**src/rtl/line_print_sequencer_pkg.sv**
```systemverilog
// Shared types and constants for the line print sequencer.
// State encoding, output characters and pointer-entry field layout.
package line_print_sequencer_pkg;

  typedef enum logic [3:0] {
    S_IDLE     = 4'd0,
    S_PTR_WAIT = 4'd1,
    S_PTR_CAP  = 4'd2,
    S_LHS_WAIT = 4'd3,
    S_LHS_CAP  = 4'd4,
    S_LHS_OUT  = 4'd5,
    S_SEP_OUT  = 4'd6,
    S_RHS_WAIT = 4'd7,
    S_RHS_CAP  = 4'd8,
    S_RHS_OUT  = 4'd9,
    S_CR_OUT   = 4'd10,
    S_LF_OUT   = 4'd11,
    S_DONE     = 4'd12
  } state_t;

  localparam logic [7:0] SEP_CHAR = 8'h3D;
  localparam logic [7:0] CR_CHAR  = 8'h0D;
  localparam logic [7:0] LF_CHAR  = 8'h0A;

  localparam int LEN_MSB   = 15;
  localparam int LEN_LSB   = 8;
  localparam int START_MSB = 7;
  localparam int START_LSB = 0;

  localparam logic [7:0] IDLE_ADDR = 8'hFF;

  function automatic logic [7:0] ptr_len(input logic [15:0] e);
    return e[LEN_MSB:LEN_LSB];
  endfunction

  function automatic logic [7:0] ptr_start(input logic [15:0] e);
    return e[START_MSB:START_LSB];
  endfunction

endpackage

```
**src/rtl/line_print_sequencer_if.sv**
```systemverilog
// Pointer table, char-pair memory and output byte stream bundle.
// Master side is the sequencer; slave side is the memories and consumer.
interface line_print_sequencer_if;

  logic [7:0]  ptr_addr;
  logic [15:0] ptr_dout;
  logic [7:0]  mem_addr;
  logic [15:0] mem_dout;
  logic [7:0]  out_data;
  logic        out_valid;
  logic        out_ready;

  modport master (
    output ptr_addr,
    input  ptr_dout,
    output mem_addr,
    input  mem_dout,
    output out_data,
    output out_valid,
    input  out_ready
  );

  modport slave (
    input  ptr_addr,
    output ptr_dout,
    input  mem_addr,
    output mem_dout,
    input  out_data,
    input  out_valid,
    output out_ready
  );

endinterface

```
**src/rtl/char_out_reg.sv**
```systemverilog
// Single-entry output holding register with load/valid/ready.
// A load wins over a same-cycle handshake so bytes can go back to back.
module char_out_reg (
  input  logic       clk_i,
  input  logic       rst_i,
  input  logic       load_i,
  input  logic [7:0] data_i,
  input  logic       ready_i,
  output logic [7:0] data_o,
  output logic       valid_o
);

  logic [7:0] data_q;
  logic       valid_q;

  always_ff @(posedge clk_i) begin
    if (rst_i) begin
      data_q  <= 8'h00;
      valid_q <= 1'b0;
    end else if (load_i) begin
      data_q  <= data_i;
      valid_q <= 1'b1;
    end else if (valid_q && ready_i) begin
      valid_q <= 1'b0;
    end
  end

  assign data_o  = data_q;
  assign valid_o = valid_q;

endmodule

```
**src/rtl/line_print_sequencer.sv**
```systemverilog
// Walks one line's char pairs twice (LHS then RHS) and streams
// the bytes with a separator between passes and CR/LF at the end.
module line_print_sequencer
  import line_print_sequencer_pkg::*;
(
  input  logic                   clk,
  input  logic                   rst,
  input  logic                   start_i,
  input  logic [7:0]             line_i,
  output logic                   busy_o,
  output logic                   done_o,
  line_print_sequencer_if.master bus
);

  state_t     state_q;
  logic [7:0] ptr_addr_q;
  logic [7:0] mem_addr_q;
  logic [7:0] base_q;
  logic [7:0] len_q;
  logic [7:0] idx_q;
  logic       busy_q;
  logic       done_q;

  logic       load_d;
  logic [7:0] ld_data_d;
  logic       hs;
  logic [7:0] nxt_idx;
  logic       last;
  logic [7:0] p_len;
  logic [7:0] p_start;

  assign hs      = bus.out_valid && bus.out_ready;
  assign nxt_idx = idx_q + 8'd1;
  assign last    = (nxt_idx == len_q);
  assign p_len   = ptr_len(bus.ptr_dout);
  assign p_start = ptr_start(bus.ptr_dout);

  // Load requests for the output register, issued on entry to each *_OUT state
  always_comb begin
    load_d    = 1'b0;
    ld_data_d = 8'h00;
    case (state_q)
      S_PTR_CAP: begin
        if (p_len == 8'd0) begin
          load_d    = 1'b1;
          ld_data_d = SEP_CHAR;
        end
      end
      S_LHS_CAP: begin
        load_d    = 1'b1;
        ld_data_d = bus.mem_dout[15:8];
      end
      S_LHS_OUT: begin
        if (hs && last) begin
          load_d    = 1'b1;
          ld_data_d = SEP_CHAR;
        end
      end
      S_SEP_OUT: begin
        if (hs && (len_q == 8'd0)) begin
          load_d    = 1'b1;
          ld_data_d = CR_CHAR;
        end
      end
      S_RHS_CAP: begin
        load_d    = 1'b1;
        ld_data_d = bus.mem_dout[7:0];
      end
      S_RHS_OUT: begin
        if (hs && last) begin
          load_d    = 1'b1;
          ld_data_d = CR_CHAR;
        end
      end
      S_CR_OUT: begin
        if (hs) begin
          load_d    = 1'b1;
          ld_data_d = LF_CHAR;
        end
      end
      default: ;
    endcase
  end

  always_ff @(posedge clk) begin
    if (rst) begin
      state_q    <= S_IDLE;
      ptr_addr_q <= 8'h00;
      mem_addr_q <= IDLE_ADDR;
      base_q     <= 8'h00;
      len_q      <= 8'h00;
      idx_q      <= 8'h00;
      busy_q     <= 1'b0;
      done_q     <= 1'b0;
    end else begin
      case (state_q)
        S_IDLE: begin
          if (start_i) begin
            ptr_addr_q <= line_i;
            busy_q     <= 1'b1;
            state_q    <= S_PTR_WAIT;
          end
        end
        S_PTR_WAIT: state_q <= S_PTR_CAP;
        S_PTR_CAP: begin
          base_q <= p_start;
          len_q  <= p_len;
          idx_q  <= 8'h00;
          if (p_len == 8'd0) begin
            state_q <= S_SEP_OUT;
          end else begin
            mem_addr_q <= p_start;
            state_q    <= S_LHS_WAIT;
          end
        end
        S_LHS_WAIT: state_q <= S_LHS_CAP;
        S_LHS_CAP:  state_q <= S_LHS_OUT;
        S_LHS_OUT: begin
          if (hs) begin
            idx_q <= nxt_idx;
            if (last) begin
              state_q <= S_SEP_OUT;
            end else begin
              mem_addr_q <= base_q + nxt_idx;
              state_q    <= S_LHS_WAIT;
            end
          end
        end
        S_SEP_OUT: begin
          if (hs) begin
            idx_q <= 8'h00;
            if (len_q == 8'd0) begin
              state_q <= S_CR_OUT;
            end else begin
              mem_addr_q <= base_q;
              state_q    <= S_RHS_WAIT;
            end
          end
        end
        S_RHS_WAIT: state_q <= S_RHS_CAP;
        S_RHS_CAP:  state_q <= S_RHS_OUT;
        S_RHS_OUT: begin
          if (hs) begin
            idx_q <= nxt_idx;
            if (last) begin
              state_q <= S_CR_OUT;
            end else begin
              mem_addr_q <= base_q + nxt_idx;
              state_q    <= S_RHS_WAIT;
            end
          end
        end
        S_CR_OUT: begin
          if (hs) state_q <= S_LF_OUT;
        end
        S_LF_OUT: begin
          if (hs) begin
            done_q     <= 1'b1;
            busy_q     <= 1'b0;
            mem_addr_q <= IDLE_ADDR;
            state_q    <= S_DONE;
          end
        end
        S_DONE: begin
          done_q  <= 1'b0;
          state_q <= S_IDLE;
        end
        default: state_q <= S_IDLE;
      endcase
    end
  end

  char_out_reg u_out (
    .clk_i   (clk),
    .rst_i   (rst),
    .load_i  (load_d),
    .data_i  (ld_data_d),
    .ready_i (bus.out_ready),
    .data_o  (bus.out_data),
    .valid_o (bus.out_valid)
  );

  assign bus.ptr_addr = ptr_addr_q;
  assign bus.mem_addr = mem_addr_q;
  assign busy_o       = busy_q;
  assign done_o       = done_q;

endmodule
```
**src/flat_wrapper.sv**
```systemverilog
// flat-port wrapper written by rule: the top's interface ports become plain ports
module line_print_sequencer_flat import line_print_sequencer_pkg::*;
  (clk, rst, start_i, line_i, busy_o, done_o, bus_ptr_addr, bus_ptr_dout, bus_mem_addr, bus_mem_dout, bus_out_data, bus_out_valid, bus_out_ready);
  line_print_sequencer_if bus_i ();
  input  logic clk;
  input  logic rst;
  input  logic start_i;
  input  logic [7:0] line_i;
  output logic busy_o;
  output logic done_o;
  output wire logic [$bits(bus_i.ptr_addr)-1:0] bus_ptr_addr;
  input wire logic [$bits(bus_i.ptr_dout)-1:0] bus_ptr_dout;
  output wire logic [$bits(bus_i.mem_addr)-1:0] bus_mem_addr;
  input wire logic [$bits(bus_i.mem_dout)-1:0] bus_mem_dout;
  output wire logic [$bits(bus_i.out_data)-1:0] bus_out_data;
  output wire logic [$bits(bus_i.out_valid)-1:0] bus_out_valid;
  input wire logic [$bits(bus_i.out_ready)-1:0] bus_out_ready;
  assign bus_ptr_addr = bus_i.ptr_addr;
  assign bus_i.ptr_dout = bus_ptr_dout;
  assign bus_mem_addr = bus_i.mem_addr;
  assign bus_i.mem_dout = bus_mem_dout;
  assign bus_out_data = bus_i.out_data;
  assign bus_out_valid = bus_i.out_valid;
  assign bus_i.out_ready = bus_out_ready;
  line_print_sequencer u_core (.clk(clk), .rst(rst), .start_i(start_i), .line_i(line_i), .busy_o(busy_o), .done_o(done_o), .bus(bus_i));
endmodule
```
**config.mk**
```make
export PLATFORM = sky130hd
export DESIGN_NAME = line_print_sequencer_flat
export DESIGN_NICKNAME = d
export VERILOG_FILES = /design/src/rtl/line_print_sequencer_pkg.sv /design/src/rtl/line_print_sequencer_if.sv /design/src/rtl/char_out_reg.sv /design/src/rtl/line_print_sequencer.sv /design/src/flat_wrapper.sv
export SDC_FILE = /design/constraint.sdc
export NUM_CORES = 1
export LEC_CHECK = 0
export CORE_MARGIN = 2
export CORE_UTILIZATION = 40
export DETAILED_ROUTE_END_ITERATION = 8
export PLACE_DENSITY = 0.65
export SLEW_MARGIN = 20
export SYNTH_ARGS = -nofsm -noshare
export SYNTH_HDL_FRONTEND = slang
export SYNTH_SLANG_ARGS = --single-unit
```
**constraint.sdc**
```tcl
create_clock -name clk -period 3.2 [get_ports clk]
set_input_delay 0.64 -clock clk [delete_from_list [all_inputs] [get_ports clk]]
set_output_delay 0.64 -clock clk [all_outputs]
set_load 0.005 [all_outputs]
```
== Yosys cells after proc, flatten, opt, wreduce, memory -nomap -nowiden ==
Index checks and enable logic that the tools add are counted.
W data, S select, Z words.
Operators by class
  add/subtract/negate cells: 2
  multipliers: 0
  divide/modulo/power cells: 0
  order comparisons: 0
  equal/unequal tests: 23
  shift operators: 0
  muxes and demuxes: 38
  bitwise gates (word level): 0
  reduce and logical (&&, ||, !) cells: 19
Operators by type and width (count)
  $mux W8: 8
  $pmux W8 S7: 1
  $pmux W4 S12: 1
  $mux W4: 11
  $pmux W8 S4: 1
  $pmux W8 S3: 1
  $eq A4 B4 Y1 const B: 5
  $eq A4 B3 Y1 const B: 4
  $logic_not A8 Y1: 2
  $mux W6: 2
  $ne A2 B1 Y1 const B: 6
  $add A8 B1 Y8 const B: 1
  $add A8 B8 Y8: 1
  $eq A4 B2 Y1 const B: 2
  $eq A8 B8 Y1: 1
  $mux W1: 8
  $ne A2 B2 Y1 const B: 4
  $reduce_and A7 Y1: 1
  $mux W3: 2
  $reduce_and A3 Y1: 2
  $reduce_and A6 Y1: 1
  $reduce_bool A2 Y1: 3
  $pmux W1 S5: 1
  $eq A4 B1 Y1 const B: 1
  7 further kinds: 12
Word-level totals
  bits in registers: 55
  bits in latches: 0
  RAM bits: 0
  bits in read-only memories: 0
  bits of input ports: 44
  output and inout bits: 27
  logic and storage cells: 92
  memories: 0

== Logic depth before layout (Yosys ltp) ==
Gate-level depths: netlist of run 1.
  depth after elaboration: 6
  mapped depth: 12
  depth with buffers taken out: 11

== Hierarchy ==
A second synthesis of run 1 with hierarchy kept.
Second synthesis, totals
  cells, all modules: 446
  area total of the unflattened synthesis: 3468.3 µm²
By module, submodules not included
  line_print_sequencer: instances 1, cells each 416, area an instance 3146.8 µm², sequential area each 920.9 µm²
  char_out_reg: instances 1, cells each 30, area an instance 321.6 µm², sequential area each 180.2 µm²

== Worst setup path after synthesis of run 1 ==
Ideal clock, no wire load.
  path kind: register -> register
  start point: register u_core.idx_q[0]
  end point: register u_core.mem_addr_q[2], in the netlist u_core.bus.mem_addr[2]
  library setup time: 0.072 ns
  data arrival time: 2.384 ns
  data required time: 3.128 ns
  slack: 0.745 ns
  cell stages (with the launch flop): 10
  buffers on the path: 1
  clock period less this slack: 2.455 ns
  path through: dfxtp_1 -> ha_1 -> xor2_1 -> a311o_1 -> a311o_1 -> nor3_4 -> and4_1 -> a21bo_1 -> buf_4 -> mux2i_1
On the way
  longest elaborated chain between the ends: 5
  elaborated cells on any way between the ends: 8
  classes of those cells: 2 x add/sub; 2 x eq/ne; 3 x mux; 1 x reduce/logical
RTL lines
  start: declaration: line line_print_sequencer.sv:20  | logic [7:0] idx_q;
  start signal: assignment: line line_print_sequencer.sv:120  | idx_q <= nxt_idx;
  start signal: assignment: line line_print_sequencer.sv:144  | idx_q <= nxt_idx;
  $add A8 B1 Y8 *: line line_print_sequencer.sv:33  | assign nxt_idx = idx_q + 8'd1;
  $add A8 B8 Y8: line line_print_sequencer.sv:124, line_print_sequencer.sv:148
  $mux W8: line line_print_sequencer.sv:121, line_print_sequencer.sv:145
  $mux W8: line line_print_sequencer.sv:119  | if (hs) begin
  $pmux W8 S4: line line_print_sequencer.sv:96  | case (state_q)
  end signal: assignment: line line_print_sequencer.sv:124  | mem_addr_q <= base_q + nxt_idx;
  end signal: assignment: line line_print_sequencer.sv:135  | mem_addr_q <= base_q;
  end signal: assignment: line line_print_sequencer.sv:148  | mem_addr_q <= base_q + nxt_idx;
  end: declaration: line line_print_sequencer.sv:17  | logic [7:0] mem_addr_q;
Every way passes the cells marked *; elsewhere a longest branch is shown, timed or not. The select of a mux whose other input is x is not followed.
A chain may end at the register's enable or synchronous reset.

== Worst setup path after layout of run 1 ==
  start point: register u_core.idx_q[0]
  end point: register u_core.mem_addr_q[3], in the netlist u_core.bus.mem_addr[3]
The elaborated chain is that of the path after synthesis.

==> impl_results.md, run 1 <==
- Outcome: finished, final reports clean
- Ranking of synthesized cells by area: dfxtp_1 34%, a21oi_1 6.6%, nand2_1 6.6%
- Max-slew headroom: 0.565
- Critical path arrival: 3.15 ns
- VDD IR max: 177 uV
- Max_cap viols: 0
- Slew Viols, Final: 0
- Finish-stage setup viols: 0
- Fillers: 775
- Final Wtd Congestion: 0.903
- Die footprint: 0.00889 sq mm
- Syn Nets: 462
- RSZ-0062 raised after global routing: false
- Initial DRC count: 242
- Post-synth EDFFs: 0
- Setup TNS Final: 0 ns
- Via density: 5.52
- Hold-fix buffers, CTS: 0
- Via count: 3173
- Syn Std Cell Area: 0.00326 sq mm
- Tot GR Track Use: 0.206
- Post-synthesis simple-gate area fraction: 0.228
- First-pass GRT wire length: 14600 um
- Synthesized instance count: 409
- Max Clk Rate: 345 MHz
- Num CTS Buffers: 5
- Die H: 94.3 um
- Seq/Total Area, Yosys: 0.338
- Hold Crit Class: reg -> reg
- Post-CTS sizing: 0
- Top_reg_cell synth: dfxtp_1
- Worst r2r dst: u_core.bus.mem_addr[3]
- CTS H-tree depth: 2
- Critical path required time: 3.45 ns
- DRC: 0
- Total Wirelength: 8830 um
- NumNets Final: 525
- Kind of start point of the critical path: flop
- First drt pass iteration count: 4
- Clock Skew: 0.0149 ns
- R2R Setup Slk: 0.30 ns
- Min Hold Slack: 0.460 ns
- Root Buffer: clkbuf_8
- Post-synthesis compound-gate area fraction: 0.255
- Largest family of logic cells by synthesized area: compound AO/OA/AOI/OAI gates
- CTS Buffer Depth: 2
- Largest area contributor in the netlist: dfxtp_1
- Worst Reg-to-Reg Cells: 8
- Fin crit period: 2.90 ns
- Mux cell area share after synthesis: 0.0545
- Crit Path Max Fanout: 8
- Area growth syn-to-layout: 28.2%
- Critical path class: reg -> reg
- Hold Crit Start: u_core.busy_o
- Port-buffer cells: 70
- Worst-Margin Slew: 0.653 ns
- Die width: 94.3 um
- Worst Hold End: u_core.busy_o
- Grt total ovfl: 0
- Worst-path clk slew: 0.10 ns
- Pwr Density: 571 mW/mm^2
- Initial antenna violation count: 0
- Diode count: 0
- Clk sinks: 55
- Post-route ant nets: 0
- Count of cell types in the netlist: 60
- Core Area: 0.00781 sq mm
- Most common cell in the netlist: nand2_1
- Synth Area in Adders: 0.0368
- Flip-flop and latch area: 0.00110 sq mm
- Clk_lat worst skew: 0.32 ns
- Final hold vios: 0
- TritonCTS clock tree: built
- Starting Density: 0.418
- Vias in the first global route: 2964
- Dpl hpwl: 6740 um
- Flip-flop and latch count after synthesis: 55
- Ports: 71
- Syn avg cell area: 7.98 sq um
- Setup bufs post-CTS: 0
- Top-area cell type share of the netlist area: 0.338
- Post-DR wirelength/cell: 15.4 um
- Crit end category: flop
- R2R Path Start: u_core.idx_q[0]
- Leak: 1.61 nW
- Largest net degree at the start of global routing: 36
- # rows: 32
- Layout cell share with drive strength beyond 1: 0.0761
- Hold-critical path depth: 2
- Synth async-reset ratio: 0
- Final period utilization: 0.906
- Multi-input gate area: 0.00203 sq mm
- Top cells by count, synth: 57 x nand2_1, 55 x dfxtp_1, 43 x a21oi_1, 42 x nor2_1, 23 x clkbuf_1
- Yosys Warn Count: 0
- Xor/xnor share of the synthesized area: 0.0479
-- layer usage --
metal  part of all wire  vias to the layer above  GRT usage  routed length (um)
li1                   -                     1597          -                   -
met5                  0                        -          0                   0
met4              0.013                        0     0.0507                 112
met2               0.47                       58      0.336                4140
met3              0.043                        8     0.0321                 383
met1               0.47                     1510      0.286                4190
-- registers in the layout (all words and copies together) (netlist names) --
| signal | flops |
|---|---|
| u_core.u_out.data_o | 8 |
| u_core.bus.mem_addr | 8 |
| u_core.bus.ptr_addr | 8 |
| u_core.busy_o | 1 |
| u_core.idx_q | 8 |
| u_core.done_o | 1 |
| u_core.state_q | 4 |
| u_core.base_q | 8 |
| u_core.u_out.valid_o | 1 |
| u_core.len_q | 8 |
-- cells in the final DEF, fill, tap and decap left out, types with 6 or more instances in the layout --
cell             Yosys  layout
xnor2_1             10      10
nand2_1             57      57
buf_4                2      12
xor2_1               6       6
inv_1                7       7
o21ai_0             18      18
nor2_1              42      42
nor3_1               7       7
clkdlybuf4s50_1      0      69
mux2i_1             14      14
a22o_1               6       6
a211oi_1             6       6
nor2b_1              6       6
nand2b_1             7       7
a21oi_1             43      43
ha_1                 8       8
dfxtp_1             55      55
-- cells by family after synthesis --
group	after synthesis
buffers and inverters	33
adder cells (fa/ha/maj)	9
AND/OR/NAND/NOR	153
multiplexers	17
AO/OA/AOI/OAI	125
XOR/XNOR	17
flip-flops	55
-- worst max path at each step --
| stage | from | endpoint | slack (ns) |
|---|---|---|---|
| after global placement | u_core.idx_q[0] | u_core.bus.mem_addr[1] | 0.45 |
| final | u_core.idx_q[0] | u_core.bus.mem_addr[3] | 0.30 |
| after floorplan | u_core.idx_q[0] | u_core.bus.mem_addr[2] | 0.74 |
| after CTS | u_core.idx_q[0] | u_core.bus.mem_addr[3] | 0.30 |
| after global routing | u_core.idx_q[0] | u_core.bus.mem_addr[7] | 0.09 |
| after detailed placement | u_core.idx_q[0] | u_core.bus.mem_addr[3] | 0.33 |
-- final cells by class --
type	instances	share of cell area
Clock buffer	5	0.0165
Clock inverter	3	0.0105
Inverter	7	0.00628
Multi-Input combinational cell	321	0.485
Sequential cell	55	0.263
Tap cell	102	0.0305
Timing Repair Buffer	82	0.188
-- worst max-delay path, cell delays in order, from the launching register on --
cell,delay (ns)
dfxtp_1,0.46
ha_1,0.37
nand3_2,0.16
a311o_1,0.38
a311o_1,0.36
nor3_4,0.18
and4_1,0.32
a21bo_1,0.37
mux2i_1,0.23
-- through the flow --
step	setup slack [ns]	power [mW]	std cells	area, sq um	utilization
final	0.302	2.39	575	4180	0.536
after global routing	0.0873	2.56	575	4180	0.536
after CTS	0.302	2.41	575	4180	0.536
after detailed placement	0.328	1.94	567	4070	0.521
after global placement	0.447	1.93	567	4070	0.521
after floorplan	0.745	1.54	409	3260	-
-- power breakdown --
part | total, mW | internal [mW] | switching (mW)
clock | 0.464 | 0.233 | 0.231
combinational | 1.00 | 0.500 | 0.501
sequential | 0.921 | 0.808 | 0.113
(Power assumes the default switching activity.)
==> inputs of run 2 (changes only) <==
ABC_AREA = 1   (was unset)
CTS_BUF_LIST = sky130_fd_sc_hd__clkbuf_16   (was unset)
GPL_ROUTABILITY_DRIVEN = 0   (was unset)
==> run 2 against run 1 <==
- hold slack got worse by 0.016 ns
- area after synthesis increased by 0.69%
- setup slack gained 0.43 ns
- die area up 0.66%
- global-route usage up 0.90 points
- non-clock buffer count decreased by 9
- sequential power grew 6.6%
- flip-flop and latch count did not move
==> impl_results.md, run 2 <==
- Crit end category: flop
- Most common cell in the netlist: nand2_1
- Post-route setup slack: 0.736 ns
- Count of cell types in the netlist: 36
- Fillers: 841
- Die footprint: 0.00895 sq mm
- Diode count: 0
- Syn Nets: 553
- CP dominant cell by count: nand3_1
- Initial antenna violation count: 0
- Worst-Margin Slew: 0.543 ns
- Initial DRC count: 177
- Syn Std Cell Area: 0.00328 sq mm
- VDD IR max: 321 uV
- Area growth syn-to-layout: 29.0%
- NumNets Final: 624
- Worst-path clk slew: 0.07 ns
- Via density: 5.18
- Hold Crit Class: reg -> reg
- Top-area cell type share of the netlist area: 0.335
- Syn avg cell area: 6.57 sq um
- Crit Path Max Fanout: 7
- Top_reg_cell synth: dfxtp_1
- Critical path arrival: 2.63 ns
- Post-route design area: 0.00424 sq mm
- Setup TNS Final: 0 ns
- Crit-path max cell delay: 0.45 ns
- Via count: 3509
- Crit path cell chain: ha_1, nand2_1, o21ai_0, nand2_1, ha_1, a21oi_1, nand2_1, a21oi_1, nand3_1, nand3_1, nand4_1, nand3_1, nand3_1
- Final hold vios: 0
- DRC: 0
- Most frequent cells in the layout: 109 x nand2_1, 70 x clkdlybuf4s50_1, 56 x inv_1, 55 x dfxtp_1, 54 x nor2_1
- Yosys Warn Count: 0
- Num CTS Buffers: 5
- Synth async-reset ratio: 0
- Final period utilization: 0.770
- Clk_lat worst skew: 0.30 ns
- First drt pass iteration count: 5
- Vias in the first global route: 3399
- Most common cell after layout, fill and taps aside: nand2_1
- R2R Path Start: u_core.idx_q[0]
- Starting Density: 0.406
- RSZ-0062 raised after global routing: false
- Ports: 71
- Clock Skew: 0.00931 ns
- Die width: 94.6 um
- Post-DR wirelength/cell: 13.7 um
- First-pass GRT wire length: 15300 um
- Port-buffer cells: 70
- Total Wirelength: 9250 um
- Core Area: 0.00809 sq mm
- Kind of start point of the critical path: flop
- Critical path class: reg -> reg
- Tot GR Track Use: 0.215
- Root Buffer: clkbuf_16
- Post-place setup slack: 0.698 ns
- Leak: 1.87 nW
- Final Util: 0.524
- Ranking of synthesized cells by area: dfxtp_1 34%, nand2_1 12%, nand3_1 8.1%
- Clk sinks: 55
- Dpl hpwl: 7090 um
- Largest net degree at the start of global routing: 28
- Placement Cell Area: 0.00410 sq mm
- Max_cap viols: 0
- TritonCTS clock tree: built
- Post-synth EDFFs: 0
- Largest area contributor in the netlist: dfxtp_1
- Top cells by count, synth: 109 x nand2_1, 55 x dfxtp_1, 55 x inv_1, 54 x nor2_1, 53 x nand3_1
- Setup bufs post-CTS: 0
- CTS Buffer Depth: 2
- Die H: 94.6 um
- CTS H-tree depth: 2
- Flip-flop and latch count after synthesis: 55
- Pwr Density: 616 mW/mm^2
- Critical path required time: 3.37 ns
- Outcome: finished, final reports clean
- Seq/Total Area, Yosys: 0.335
- Synthesized instance count: 500
- Crit path max-delay cell type: dfxtp_1
- # rows: 33
- Hold-fix buffers, CTS: 0
- Hold Crit Start: u_core.bus.ptr_addr[3]
- Slew Viols, Final: 0
- Fin crit period: 2.46 ns
- Max Clk Rate: 406 MHz
- Post-CTS sizing: 0
- Crit path launch: u_core.idx_q[0]
- Grt total ovfl: 0
- Finish-stage setup viols: 0
- Layout cell share with drive strength beyond 1: 0.0699
- Post-route ant nets: 0
- Max-slew headroom: 0.637
==> run 2: power by group <==
part / internal (mW) / leakage (nW) / switching, mW
Combinational: 0.468 / 1.35 / 0.630
Clock: 0.283 / 0.0701 / 0.246
Sequential: 0.861 / 0.450 / 0.122
Total: 1.61 / 1.87 / 0.998
==> run 2: final cells by class <==
cell class / instances / area, sq um / share of cell area
well taps: 105 / 131 / 0.0310
inverters: 65 / 244 / 0.0576
clock buffers: 5 / 125 / 0.0295
flip-flops and latches: 55 / 1100 / 0.260
multi-input cells: 371 / 1900 / 0.449
repair buffers: 73 / 723 / 0.171
clock inverters: 3 / 11.3 / 0.00266
==> run 2: cell families (layout without fill, tap and decap cells) <==
family                     count (synthesis)  after routing  share of synthesized area
buffers and inverters                     74            146                     0.0857
AOI/OAI and AO/OA                        105            105                      0.174
and+or+nand+nor                          255            255                      0.363
adders and majority gates                  9              9                     0.0366
xor gates and xnor gates                   2              2                    0.00533
DFF                                       55             55                      0.335
==> run 2: worst paths after layout <==
path,cells past startpoint,slack (ns),to
worst max-delay path,13,0.74,u_core.bus.mem_addr[7]
worst min-delay path,2,0.44,u_core.bus.ptr_addr[3]
worst max register to register,13,0.74,u_core.bus.mem_addr[7]
worst min register to register,2,0.44,u_core.bus.ptr_addr[3]
==> run 2: critical path: cells and delay by family (launching register included) <==
kind	cells	cell delay (ns)
and+or+nand+nor	8	0.75
AOI/OAI and AO/OA	3	0.57
DFF	1	0.45
adders and majority gates	2	0.58
==> run 2: metal layers <==
metal  vias up  global-route usage  routed length (um)
met5         -                   0                   0
met4         0              0.0773                 183
met3        18              0.0407                 461
met2        91               0.370                4540
met1      1595               0.268                4060
li1       1805                   -                   -
==> run 2: per-stage QoR <==
| step | total power, mW | instances | hold slack [ns] |
|---|---|---|---|
| global route | 2.80 | 677 | 0.462 |
| floorplan | 1.65 | 500 | 0.440 |
| finish | 2.61 | 677 | 0.444 |
| CTS | 2.62 | 677 | 0.445 |
| global placement | 2.07 | 669 | 0.430 |
| detailed placement | 2.09 | 669 | 0.438 |
